## src/rtl/counter4b_cmd_seq_if.sv

```systemverilog
// counter4b_cmd_seq_if: command push handshake plus counter drive and status outputs
interface counter4b_cmd_seq_if #(parameter int CNT_W = 8);
    logic             cmd_valid;
    logic             cmd_ready;
    logic [1:0]       cmd_modo;
    logic [3:0]       cmd_d;
    logic [3:0]       cmd_len;
    logic             cmd_clr;
    logic             cnt_enable;
    logic             cnt_reset;
    logic [1:0]       cnt_modo;
    logic [3:0]       cnt_d;
    logic             busy;
    logic             done;
    logic [CNT_W-1:0] cmd_cnt;
    modport master (
        output cmd_valid, cmd_modo, cmd_d, cmd_len, cmd_clr,
        input  cmd_ready, cnt_enable, cnt_reset, cnt_modo, cnt_d, busy, done, cmd_cnt
    );
    modport slave (
        input  cmd_valid, cmd_modo, cmd_d, cmd_len, cmd_clr,
        output cmd_ready, cnt_enable, cnt_reset, cnt_modo, cnt_d, busy, done, cmd_cnt
    );
endinterface

```

## src/rtl/counter4b_cmd_seq.sv

```systemverilog
// counter4b_cmd_seq: FIFO-fed FSM replaying timed commands onto the 4-bit counter
module counter4b_cmd_seq #(
    parameter int DEPTH = 4,
    parameter int CNT_W = 8
) (
    input logic clk,
    input logic reset,
    counter4b_cmd_seq_if.slave s
);
    localparam int AW = $clog2(DEPTH);
    localparam logic [1:0] IDLE = 2'd0, CLEAR = 2'd1, RUN = 2'd2;
    logic [10:0]   mem [DEPTH];
    logic [AW-1:0] wp, rp;
    logic [AW:0]   occ, occ_n;
    logic [1:0]    state, ns;
    logic [3:0]    rem, d_q;
    logic [1:0]    modo_q;
    logic          last_q, fin, pop, push;
    logic [10:0]   head;
    always_comb begin
        head  = mem[rp];
        fin   = state == RUN && rem == 4'd0;
        pop   = (state == IDLE || fin) && occ != '0;
        push  = s.cmd_valid && s.cmd_ready;
        occ_n = occ + (AW+1)'(push) - (AW+1)'(pop);
        ns    = pop ? (head[10] ? CLEAR : RUN) :
                (state == CLEAR || (state == RUN && !fin)) ? RUN : IDLE;
    end
    // outputs trail the FSM state by one register stage
    always_ff @(posedge clk) begin
        if (reset) begin
            wp <= '0;
            rp <= '0;
            occ <= '0;
            state <= IDLE;
            rem <= '0;
            modo_q <= '0;
            d_q <= '0;
            last_q <= 1'b0;
            s.cmd_ready <= 1'b0;
            s.cnt_enable <= 1'b0;
            s.cnt_reset <= 1'b0;
            s.cnt_modo <= '0;
            s.cnt_d <= '0;
            s.busy <= 1'b0;
            s.done <= 1'b0;
            s.cmd_cnt <= '0;
        end else begin
            if (push) begin
                mem[wp] <= {s.cmd_clr, s.cmd_len, s.cmd_d, s.cmd_modo};
                wp <= wp + AW'(1);
            end
            if (pop) begin
                rp <= rp + AW'(1);
                rem <= head[9:6];
                d_q <= head[5:2];
                modo_q <= head[1:0];
            end else if (state == RUN && !fin) rem <= rem - 4'd1;
            occ <= occ_n;
            state <= ns;
            last_q <= fin;
            s.cmd_ready <= occ_n != (AW+1)'(DEPTH);
            s.cnt_enable <= state != IDLE;
            s.cnt_reset <= state == CLEAR;
            s.cnt_modo <= state == IDLE ? 2'd0 : modo_q;
            s.cnt_d <= state == IDLE ? 4'd0 : d_q;
            s.busy <= state != IDLE || occ != '0;
            s.done <= last_q;
            s.cmd_cnt <= s.cmd_cnt + CNT_W'(last_q);
        end
    end
endmodule
```

## src/flat_wrapper.sv

```systemverilog
// flat-port wrapper written by rule: the top's interface ports become plain ports
module counter4b_cmd_seq_flat 
#(
    parameter int DEPTH = 4,
    parameter int CNT_W = 8
)
  (clk, reset, s_cmd_valid, s_cmd_modo, s_cmd_d, s_cmd_len, s_cmd_clr, s_cmd_ready, s_cnt_enable, s_cnt_reset, s_cnt_modo, s_cnt_d, s_busy, s_done, s_cmd_cnt);
  counter4b_cmd_seq_if #(.CNT_W(CNT_W)) s_i ();
  input logic clk;
  input logic reset;
  input wire logic [$bits(s_i.cmd_valid)-1:0] s_cmd_valid;
  input wire logic [$bits(s_i.cmd_modo)-1:0] s_cmd_modo;
  input wire logic [$bits(s_i.cmd_d)-1:0] s_cmd_d;
  input wire logic [$bits(s_i.cmd_len)-1:0] s_cmd_len;
  input wire logic [$bits(s_i.cmd_clr)-1:0] s_cmd_clr;
  output wire logic [$bits(s_i.cmd_ready)-1:0] s_cmd_ready;
  output wire logic [$bits(s_i.cnt_enable)-1:0] s_cnt_enable;
  output wire logic [$bits(s_i.cnt_reset)-1:0] s_cnt_reset;
  output wire logic [$bits(s_i.cnt_modo)-1:0] s_cnt_modo;
  output wire logic [$bits(s_i.cnt_d)-1:0] s_cnt_d;
  output wire logic [$bits(s_i.busy)-1:0] s_busy;
  output wire logic [$bits(s_i.done)-1:0] s_done;
  output wire logic [$bits(s_i.cmd_cnt)-1:0] s_cmd_cnt;
  assign s_i.cmd_valid = s_cmd_valid;
  assign s_i.cmd_modo = s_cmd_modo;
  assign s_i.cmd_d = s_cmd_d;
  assign s_i.cmd_len = s_cmd_len;
  assign s_i.cmd_clr = s_cmd_clr;
  assign s_cmd_ready = s_i.cmd_ready;
  assign s_cnt_enable = s_i.cnt_enable;
  assign s_cnt_reset = s_i.cnt_reset;
  assign s_cnt_modo = s_i.cnt_modo;
  assign s_cnt_d = s_i.cnt_d;
  assign s_busy = s_i.busy;
  assign s_done = s_i.done;
  assign s_cmd_cnt = s_i.cmd_cnt;
  counter4b_cmd_seq #(.DEPTH(DEPTH), .CNT_W(CNT_W)) u_core (.clk(clk), .reset(reset), .s(s_i));
endmodule
```

## config.mk

```make
export PLATFORM = sky130hd
export DESIGN_NAME = counter4b_cmd_seq_flat
export DESIGN_NICKNAME = d
export VERILOG_FILES = /design/src/rtl/counter4b_cmd_seq_if.sv /design/src/rtl/counter4b_cmd_seq.sv /design/src/flat_wrapper.sv
export SDC_FILE = /design/constraint.sdc
export NUM_CORES = 1
export LEC_CHECK = 0
export BUFFER_PORTS_ARGS = -buffer_cell sky130_fd_sc_hd__buf_2
export CAP_MARGIN = 25
export CORE_UTILIZATION = 40
export DETAILED_ROUTE_END_ITERATION = 6
export GPL_TIMING_DRIVEN = 0
export PLACE_DENSITY_LB_ADDON = 0.08
export SYNTH_ARGS = -nofsm -noshare
export SYNTH_HDL_FRONTEND = slang
export SYNTH_SLANG_ARGS = --single-unit
```

## constraint.sdc

```tcl
create_clock -name clk -period 6.9 [get_ports clk]
set_input_delay 1.725 -clock clk [delete_from_list [all_inputs] [get_ports clk]]
set_output_delay 1.725 -clock clk [all_outputs]
set_load 0.02 [all_outputs]
```

==> results of run 1 <==
[layer usage]
layer	vias to the layer above	track usage, %
li1	904	-
met1	831	18.0
met2	29	21.1
met3	9	3.02
met4	0	8.33
met5	-	0
[cell type report]
| type | count | area [µm²] |
|---|---|---|
| Clock buffer | 12 | 145 |
| Fill cell | 712 | 4090 |
| Inverter | 8 | 30.0 |
| Timing Repair Buffer | 31 | 155 |
| Buffer | 9 | 41.3 |
| Sequential cell | 85 | 2140 |
| Clock inverter | 4 | 25.0 |
| Multi-Input combinational cell | 128 | 971 |
| Tap cell | 102 | 128 |
[critical path, stage by stage, from the launching register on]
cell and delay, ps:
dfxtp_1 320, inv_1 110, ha_1 180, or3b_1 330
buf_2 170, a211oi_1 460, buf_4 260, nand2_1 100
o21ai_0 100, ha_1 190, fa_1 430, nor3_1 200
nor2_1 50
[flip-flops by register name, summed over array words and instances, names as in the netlist, named ones only]
register	flops
u_core.state	2
u_core.mem	44
u_core.wp	2
u_core.occ	3
u_core.modo_q	2
u_core.rem	4
u_core.last_q	1
u_core.s.busy	1
u_core.s.cnt_enable	1
u_core.rp	2
u_core.s.cmd_ready	1
u_core.s.cnt_reset	1
u_core.s.cnt_modo	2
u_core.s.cnt_d	4
u_core.s.done	1
u_core.d_q	4
u_core.s.cmd_cnt	8
[cell usage in the layout (no fill, tap or decap), drive strengths merged]
cell / instances
a211o: 1
a211oi: 4
a21oi: 15
a221oi: 1
a311o: 1
and2: 10
and3: 2
and4b: 1
buf: 35
clkbuf: 17
clkinv: 2
clkinvlp: 2
dfxtp: 41
edfxtp: 44
fa: 1
ha: 9
inv: 8
mux2i: 1
mux4: 11
nand2: 22
nand2b: 1
nand3: 4
nor2: 17
nor2b: 6
nor3: 4
nor3b: 1
nor4: 1
o21ai: 2
or2: 1
or3: 1
or3b: 1
xnor2: 6
xor2: 4
[final timing paths]
kind / startpoint / to / slack [ps] / cells after the start
worst min-delay path: u_core.d_q[0] / u_core.d_q[0] / 450 / 2
worst max register to register: u_core.rem[0] / u_core.s.cmd_ready / 3870 / 12
worst min register to register: u_core.d_q[0] / u_core.d_q[0] / 450 / 2
worst max-delay path: u_core.rem[0] / u_core.s.cmd_ready / 3870 / 12
[cells in the mapped netlist, types with 2 or more instances]
master and n:
edfxtp_1 44, dfxtp_1 41, nand2_1 22, nor2_1 17
a21oi_1 15, mux4_2 11, and2_1 10, ha_1 9
inv_1 8, nor2b_1 6, xnor2_1 6, clkbuf_1 5
a211oi_1 4, nand3_1 4, nor3_1 4, xor2_1 4
buf_2 3, and3_1 2, o21ai_0 2
[where the power goes]
group	total, mW	internal (mW)	switching, mW
logic	0.424	0.190	0.235
registers	0.648	0.609	0.0393
clock network	0.310	0.140	0.170
total	1.38	0.938	0.444
[logic make-up (layout without fill, tap and decap cells)]
group / Yosys count / in the layout
buffers and inverters: 17 / 64
AOI/OAI and AO/OA: 24 / 24
adders and majority gates: 10 / 10
DFF: 85 / 85
and+or+nand+nor: 72 / 72
xor gates and xnor gates: 10 / 10
muxes: 12 / 12
==> qor.csv, run 1 <==
stage,metric,value,unit
detailed_routing,Post-Route M1 WL,2600,µm
detailed_routing,routed via count,1773,
die,Die X,91.2,µm
global_routing,antenna violations before repair,0,
clock_network,clk sinks,85,
clock_network,clk_lat worst skew,350,ps
timing,maximum clock rate,330,MHz
clock_network,hold_buf cts,0,
finish,Ant. Diodes,0,
setup_path,Critical Path Fanout Max,10,
run_status,status,completed,
clock_network,CTS tree,built,
detailed_routing,WL/cell,13.7,µm
clock_network,clock buffer count from CTS,9,
synthesis,fraction of registers with async set/reset,0,%
timing,Tmin final,3030,ps
global_routing,Total GRT Usage,13.8,%
global_routing,total global routing overflow,0,
synthesis,synthesized cell area,3180,µm²
timing,final setup fails,0,
clock_network,cts repair resizes,0,
timing,setup TNS,0,ps
timing,Slew Limit Fails,0,
clock_network,post-CTS setup buffers,0,
flow_run,max_cap viols,0,
synthesis,complex-gate fraction of the synthesized area,4.48,%
global_routing,first-pass GRT wire length,8460,µm
die,Initial Utilization,41.2,%
synthesis,post-synth top area cell,edfxtp_1,
synthesis,mux contribution to synthesized area,8.09,%
power_and_ir_drop,peak supply drop,134,µV
finish,Layout Cells excl Fill,379,
synthesis,top area cells in the synthesized netlist,"edfxtp_1 41%, dfxtp_1 26%, mux4_2 7.8%",
timing,Final Skew,7.31,ps
synthesis,Mean Syn Cell Area,13.8,µm²
synthesis,synth warn,0,
die,Ports,33,
timing,Tcrit/Tclk final,44.0,%
synthesis,syn_nets,254,
finish,Post-layout nets,296,
detailed_routing,total routed wirelength,5190,µm
setup_path,critical path arrival,3260,ps
detailed_routing,First DRT Iteration DRCs,45,
clock_network,clk buf depth,2,
place,dpl ws,3680,ps
global_routing,largest net degree at the start of global routing,15,
timing,setup ws final,3870,ps
synthesis,Synth Area in Adders,4.17,%
setup_path,CP Class,flip-flop to flip-flop,
die,chip height,91.2,µm
finish,Final Core Density,47.1,%
timing,WHS,452,ps
power_and_ir_drop,pwr dens,380,nW/µm²
detailed_routing,highest layer used for signal routing,met4,
finish,Area Growth Syn to Fin,14.2,%
synthesis,number of flops mapped to enable cells by yosys,44,
detailed_routing,Via density,4.68,
detailed_routing,DRT antenna net count,0,
detailed_routing,drt pass-1 iters,4,
timing,RSZ-0062 raised after global routing,no,
clock_network,clock-pin transition on the worst setup and hold timing paths,80,ps
place,routability cong.,0.669,
setup_path,Setup crit end kind,flip-flop,
synthesis,synth unique cells,32,
die,die area,8320,µm²
detailed_routing,wire length on met3,165,µm
place,placed cells,363,
synthesis,sequential-to-total area share from yosys stat,67.3,%
synthesis,largest family of logic cells by synthesized area,simple AND/OR/NAND/NOR gates,
die,row cnt,32,
synthesis,synthesized netlist cell count,230,
setup_path,critical path required time,7130,ps
synthesis,Post-Synth Simple-Gate Area,11.0,%
clock_network,Max H-tree Level,3,
timing,final hold violations,0,
finish,share of layout cells above drive strength 1,22.0,%
synthesis,Post-Synth XOR/XNOR Area,2.75,%
setup_path,CP startpoint kind,flip-flop,
synthesis,Seq cells post-synth,85,
finish,fin area,3640,µm²
detailed_routing,# DRC,0,
clock_network,CTS root buf,clkbuf_8,
timing,Slew @ Worst Pin,617,ps
power_and_ir_drop,Lkg Pwr,1.36,nW
synthesis,"Top FF cell, synth",edfxtp_1,
place,DP Area,3470,µm²
place,IO Port Bufs,31,
synthesis,top cell type's share of synthesized area,41.5,%
place,post-DP HPWL,3460,µm
global_routing,vias in the first global route,1716,
power_and_ir_drop,total power,1.38,mW
detailed_routing,DR WL met2,2300,µm
timing,Slew HR,58.9,%
die,area of the core,7730,µm²
min_path,Hold Crit Class,flip-flop to flip-flop,
Power figures use the tool's default switching activity.
==> inputs of run 2 (changes only) <==
Clock period 6.9 ns to 2.89 ns, I/O delays scaled along.
==> run 2 against run 1 <==
Final area grew 1.1%. Critical endpoint unchanged. Sequential power grew 140%. Cell count grew 0.53%. Core utilization grew 0.53 points. First-iteration DRC count shrank 6.7%. Critical path depth is the same. Clock-buffer cell count is the same. Maximum frequency grew 11%. Largest cell class unchanged. Clock skew grew 1.3 ps. Sequential share of layout area shrank 0.66 points. Largest power group unchanged.
==> qor.csv, run 2 (synthesis results as in run 1) <==
stage,metric,value,unit
setup_path,CP max stage delay,440,ps
finish,Ant. Diodes,0,
clock_network,clk buf depth,2,
timing,Tmin final,2750,ps
detailed_routing,routed via count,1785,
place,IO Port Bufs,31,
clock_network,clock buffer count from CTS,9,
timing,setup ws final,145,ps
power_and_ir_drop,pwr dens,926,nW/µm²
detailed_routing,# DRC,0,
place,dpl ws,-113,ps
setup_path,slowest cell on the critical path,fa_1,
global_routing,total global routing overflow,0,
timing,Tcrit/Tclk final,95.0,%
setup_path,Critical Path Fanout Max,8,
global_routing,largest net degree at the start of global routing,15,
detailed_routing,First DRT Iteration DRCs,42,
setup_path,crit-path cells,inv_1 > ha_1 > or3b_1 > clkbuf_4 > a211oi_4 > buf_6 > nand2_1 > o21ai_0 > ha_2 > fa_1 > nor3_2 > nor2_1,
clock_network,clk sinks,85,
global_routing,first-pass GRT wire length,8460,µm
timing,WHS,452,ps
place,routability cong.,0.669,
finish,max reg flops,44,
finish,Post-layout nets,298,
setup_path,CP Class,flip-flop to flip-flop,
timing,final hold violations,0,
clock_network,clock-pin transition on the worst setup and hold timing paths,80,ps
power_and_ir_drop,Lkg Pwr,1.37,nW
flow_run,max_cap viols,0,
clock_network,Max H-tree Level,3,
global_routing,Total GRT Usage,13.8,%
setup_path,Setup crit end kind,flip-flop,
clock_network,CTS tree,built,
global_routing,vias in the first global route,1715,
finish,"commonest non-fill, non-tap cells in the layout","44 x edfxtp_1, 41 x dfxtp_1, 33 x buf_2, 22 x nand2_1, 17 x nor2_1",
detailed_routing,total routed wirelength,5250,µm
setup_path,CP startpoint kind,flip-flop,
detailed_routing,WL/cell,13.8,µm
timing,Final Skew,8.63,ps
detailed_routing,Via density,4.69,
clock_network,clk_lat worst skew,350,ps
timing,Slew @ Worst Pin,675,ps
finish,final-layout fill cell count,711,
global_routing,antenna violations before repair,0,
die,die area,8320,µm²
die,Initial Utilization,41.2,%
finish,"commonest non-fill, non-tap cell in the layout",edfxtp_1,
timing,Slew Limit Fails,0,
setup_path,critical path required time,3110,ps
run_status,status,completed,
timing,Slew HR,54.7,%
finish,Largest Register,u_core.mem,
detailed_routing,DRT antenna net count,0,
finish,Largest regs,"u_core.mem (44), u_core.s.cmd_cnt (8)",
finish,Area Growth Syn to Fin,15.5,%
clock_network,hold_buf cts,0,
die,Ports,33,
clock_network,CTS root buf,clkbuf_8,
power_and_ir_drop,peak supply drop,322,µV
min_path,Hold Crit Class,flip-flop to flip-flop,
die,area of the core,7730,µm²
timing,final setup fails,0,
finish,Storage cell area,2140,µm²
die,row cnt,32,
finish,Layout Cells excl Fill,381,
finish,share of layout cells above drive strength 1,24.0,%
die,Die X,91.2,µm
detailed_routing,drt pass-1 iters,7,
place,post-DP HPWL,3460,µm
place,placed cells,363,
setup_path,critical path arrival,2970,ps
timing,maximum clock rate,364,MHz
finish,footprint of the multi-input gates,991,µm²
die,chip height,91.2,µm
==> run 2: final cells by class <==
| type | instances | area share, % |
|---|---|---|
| flip-flops and latches | 85 | 58.2 |
| multi-input cells | 128 | 26.9 |
| repair buffers | 33 | 4.63 |
| clock buffers | 12 | 3.95 |
| well taps | 102 | 3.47 |
| plain buffers | 9 | 1.29 |
| inverters | 8 | 0.816 |
| clock inverters | 4 | 0.680 |
==> run 2: worst paths after layout <==
| path | cells after the start | from | slack (ps) | to |
|---|---|---|---|---|
| min | 2 | u_core.d_q[1] | 450 | u_core.d_q[1] |
| max reg2reg | 12 | u_core.rem[1] | 140 | u_core.s.cmd_ready |
| min reg2reg | 2 | u_core.d_q[1] | 450 | u_core.d_q[1] |
| max | 12 | u_core.rem[1] | 140 | u_core.s.cmd_ready |
==> run 2: layer usage <==
layer	share of wire (%)	global-route usage [%]	wire, µm	up-vias
met4	1.9	8.33	102	0
li1	-	-	-	906
met5	0	0	0	-
met3	2.7	3.02	141	8
met2	45	21.1	2360	28
met1	50	18.0	2640	843
==> run 2: through the flow <==
| stage | setup TNS (ps) | instance area [µm²] | utilization (%) | total power [mW] |
|---|---|---|---|---|
| 2_1_floorplan | 0 | 3180 | - | 2.36 |
| 3_3_place_gp | -195 | 3470 | 44.9 | 2.60 |
| 3_5_place_dp | -125 | 3470 | 44.9 | 2.60 |
| 4_1_cts | 0 | 3640 | 47.1 | 3.36 |
| 5_1_grt | -23.3 | 3680 | 47.6 | 3.65 |
| 6_report | 0 | 3680 | 47.6 | 3.41 |
==> run 2: power breakdown <==
| part | internal [mW] | switching [mW] |
|---|---|---|
| clock | 0.334 | 0.405 |
| sequential | 1.45 | 0.102 |
| combinational | 0.517 | 0.597 |
==> run 2: critical path, delay by kind of cell, from the launching register on <==
family,cells,cell delay [ps]
buffers and inverters,3,420
adders and majority gates,3,800
AOI/OAI and AO/OA,2,380
DFF,1,330
and+or+nand+nor,4,680
==> run 2: repair_timing <==
item / 4_1_cts / 5_1_grt
setup endpoints to repair: 2 / 3
pin swaps: 0 / 2
resized for setup: 1 / 6
buffers inserted: 0 / 2
==> inputs of run 3 (changes only) <==
Settings changed: ABC_AREA set to 0, CORE_ASPECT_RATIO set to 2.
==> run 3 against run 2 <==
Worst setup slack got worse by 13 ps. Critical endpoint unchanged. Cell count is 1.8% lower. Sequential power about the same. Clock skew fell by 1.7 ps. Global-route usage up 1.8 points. Power increased by 10%. Clock power is 42% higher. Combinational power about the same. Via count up 3.4%. Critical path type unchanged. Die area up 0.26%. Maximum frequency down 0.47%.
==> qor.csv, run 3 (synthesis results as in run 1) <==
stage,metric,value,unit
run_status,status,completed,
die,chip height,128,µm
die,Ports,33,
min_path,WHS Path Cells,2,
setup_path,critical path required time,3110,ps
timing,setup ws final,132,ps
timing,WHS,450,ps
place,IO Port Bufs,31,
die,die area,8340,µm²
clock_network,clk sinks,85,
min_path,Hold Crit Class,flip-flop to flip-flop,
finish,Post-layout nets,299,
finish,"commonest non-fill, non-tap cell in the layout",edfxtp_1,
detailed_routing,Via density,4.94,
finish,Ant. Diodes,0,
timing,Tmin final,2760,ps
power_and_ir_drop,peak supply drop,410,µV
setup_path,Critical Path Fanout Max,8,
global_routing,total global routing overflow,0,
global_routing,vias in the first global route,1927,
place,DP Area,3460,µm²
finish,Layout Cells excl Fill,374,
die,row cnt,45,
setup_path,critical path arrival,2970,ps
clock_network,CTS root buf,clkbuf_16,
die,Initial Utilization,41.6,%
timing,maximum clock rate,363,MHz
finish,share of layout cells above drive strength 1,25.0,%
clock_network,CTS tree,built,
global_routing,Total GRT Usage,15.6,%
timing,Slew HR,47.9,%
global_routing,first-pass GRT wire length,9110,µm
place,post-DP HPWL,3800,µm
clock_network,clk_lat worst skew,340,ps
die,Die X,65.1,µm
detailed_routing,DRT antenna net count,0,
finish,Largest Register,u_core.mem,
finish,max reg flops,44,
timing,Final Skew,6.94,ps
die,area of the core,7660,µm²
place,placed cells,355,
finish,final-layout fill cell count,707,
global_routing,antenna violations before repair,0,
clock_network,clock buffer count from CTS,9,
timing,final setup fails,0,
timing,Slew Limit Fails,0,
finish,Area Growth Syn to Fin,18.7,%
setup_path,CP Class,flip-flop to flip-flop,
detailed_routing,First DRT Iteration DRCs,91,
detailed_routing,routed via count,1846,
power_and_ir_drop,Lkg Pwr,1.42,nW
setup_path,Setup crit end kind,flip-flop,
setup_path,R2R cell count,12,
place,dpl ws,-138,ps
timing,Slew @ Worst Pin,776,ps
flow_run,max_cap viols,0,
finish,Largest regs,"u_core.mem (44), u_core.s.cmd_cnt (8)",
min_path,hold endpoint,u_core.modo_q[0],
finish,Final Core Density,49.3,%
clock_network,clock-pin transition on the worst setup and hold timing paths,60,ps
finish,fin area,3780,µm²
setup_path,Worst R2R Start,u_core.rem[1],
setup_path,worst reg2reg setup slack,130,ps
power_and_ir_drop,pwr dens,993,nW/µm²
place,routability cong.,0.747,
detailed_routing,total routed wirelength,5620,µm
detailed_routing,drt pass-1 iters,4,
timing,final hold violations,0,
min_path,HP Start,u_core.modo_q[0],
global_routing,largest net degree at the start of global routing,16,
setup_path,worst reg2reg endpoint,u_core.s.cmd_ready,
finish,"commonest non-fill, non-tap cells in the layout","44 x edfxtp_1, 41 x dfxtp_1, 34 x buf_2, 22 x nand2_1, 17 x nor2_1",
detailed_routing,# DRC,0,
clock_network,clk buf depth,2,
detailed_routing,WL/cell,15.0,µm
setup_path,Critical Path Source,u_core.rem[1],
setup_path,CP startpoint kind,flip-flop,
timing,Tcrit/Tclk final,95.4,%
clock_network,Max H-tree Level,3,
run 3: cell count changes in the layout (fill, tap and decap cells not counted), moves of 2 or more:
cell,previous run,this run
clkbuf_8,10,0
inv_6,0,2
clkinv_2,2,0
buf_4,2,4
clkbuf_1,7,5
clkbuf_16,0,9
run 3: metal layers:
| layer | global-route usage [%] | share of wire (%) | routed length [µm] |
|---|---|---|---|
| met5 | 0 | 0 | 0 |
| met2 | 27.9 | 55 | 3120 |
| met1 | 14.9 | 37 | 2110 |
| met4 | 12.7 | 4.5 | 252 |
| met3 | 2.94 | 2.6 | 146 |
run 3: worst max path at each step:
stage / to / slack, ps
floorplan: u_core.s.cmd_ready / 230
global placement: u_core.s.cmd_ready / -110
detailed placement: u_core.s.cmd_ready / -140
CTS: u_core.s.cmd_ready / 70
global route: u_core.s.cmd_ready / -30
finish: u_core.s.cmd_ready / 130
run 3: cell type report:
cell class	count	area [µm²]	share of cell area (%)
clock buffers	9	225	5.96
repair buffers	34	178	4.70
multi-input cells	128	995	26.3
well taps	94	118	3.11
clock inverters	7	50.0	1.32
plain buffers	9	41.3	1.09
flip-flops and latches	85	2140	56.7
inverters	8	30.0	0.795
run 3: worst max-delay path, stage by stage, from the launching register on:
cell and delay, ps:
dfxtp_1 330, inv_1 80, ha_1 180, or3b_1 340, buf_2 180, a211oi_4 250, buf_4 170, nand2_1 80
o21ai_0 110, ha_2 230, fa_1 440, nor3_2 190, nor2_1 50
run 3: power breakdown:
part	internal (mW)	switching, mW	leakage (nW)
registers	1.46	0.106	0.733
logic	0.522	0.616	0.561
clock network	0.583	0.468	0.126
total	2.56	1.19	1.42
run 3: per-stage QoR:
| stage | total power [mW] | TNS [ps] |
|---|---|---|
| after global routing | 4.00 | -27.7 |
| after CTS | 3.71 | 0 |
| after floorplan | 2.36 | 0 |
| final | 3.75 | 0 |
| after detailed placement | 2.62 | -149 |
| after global placement | 2.61 | -106 |
run 3: repair_timing:
action | 4_1_cts | 5_1_grt
gates resized for setup | 1 | 5
setup endpoints to repair | 2 | 2
hold buffers | 0 | 0
buffers inserted | 1 | 2
pin swaps | 0 | 2
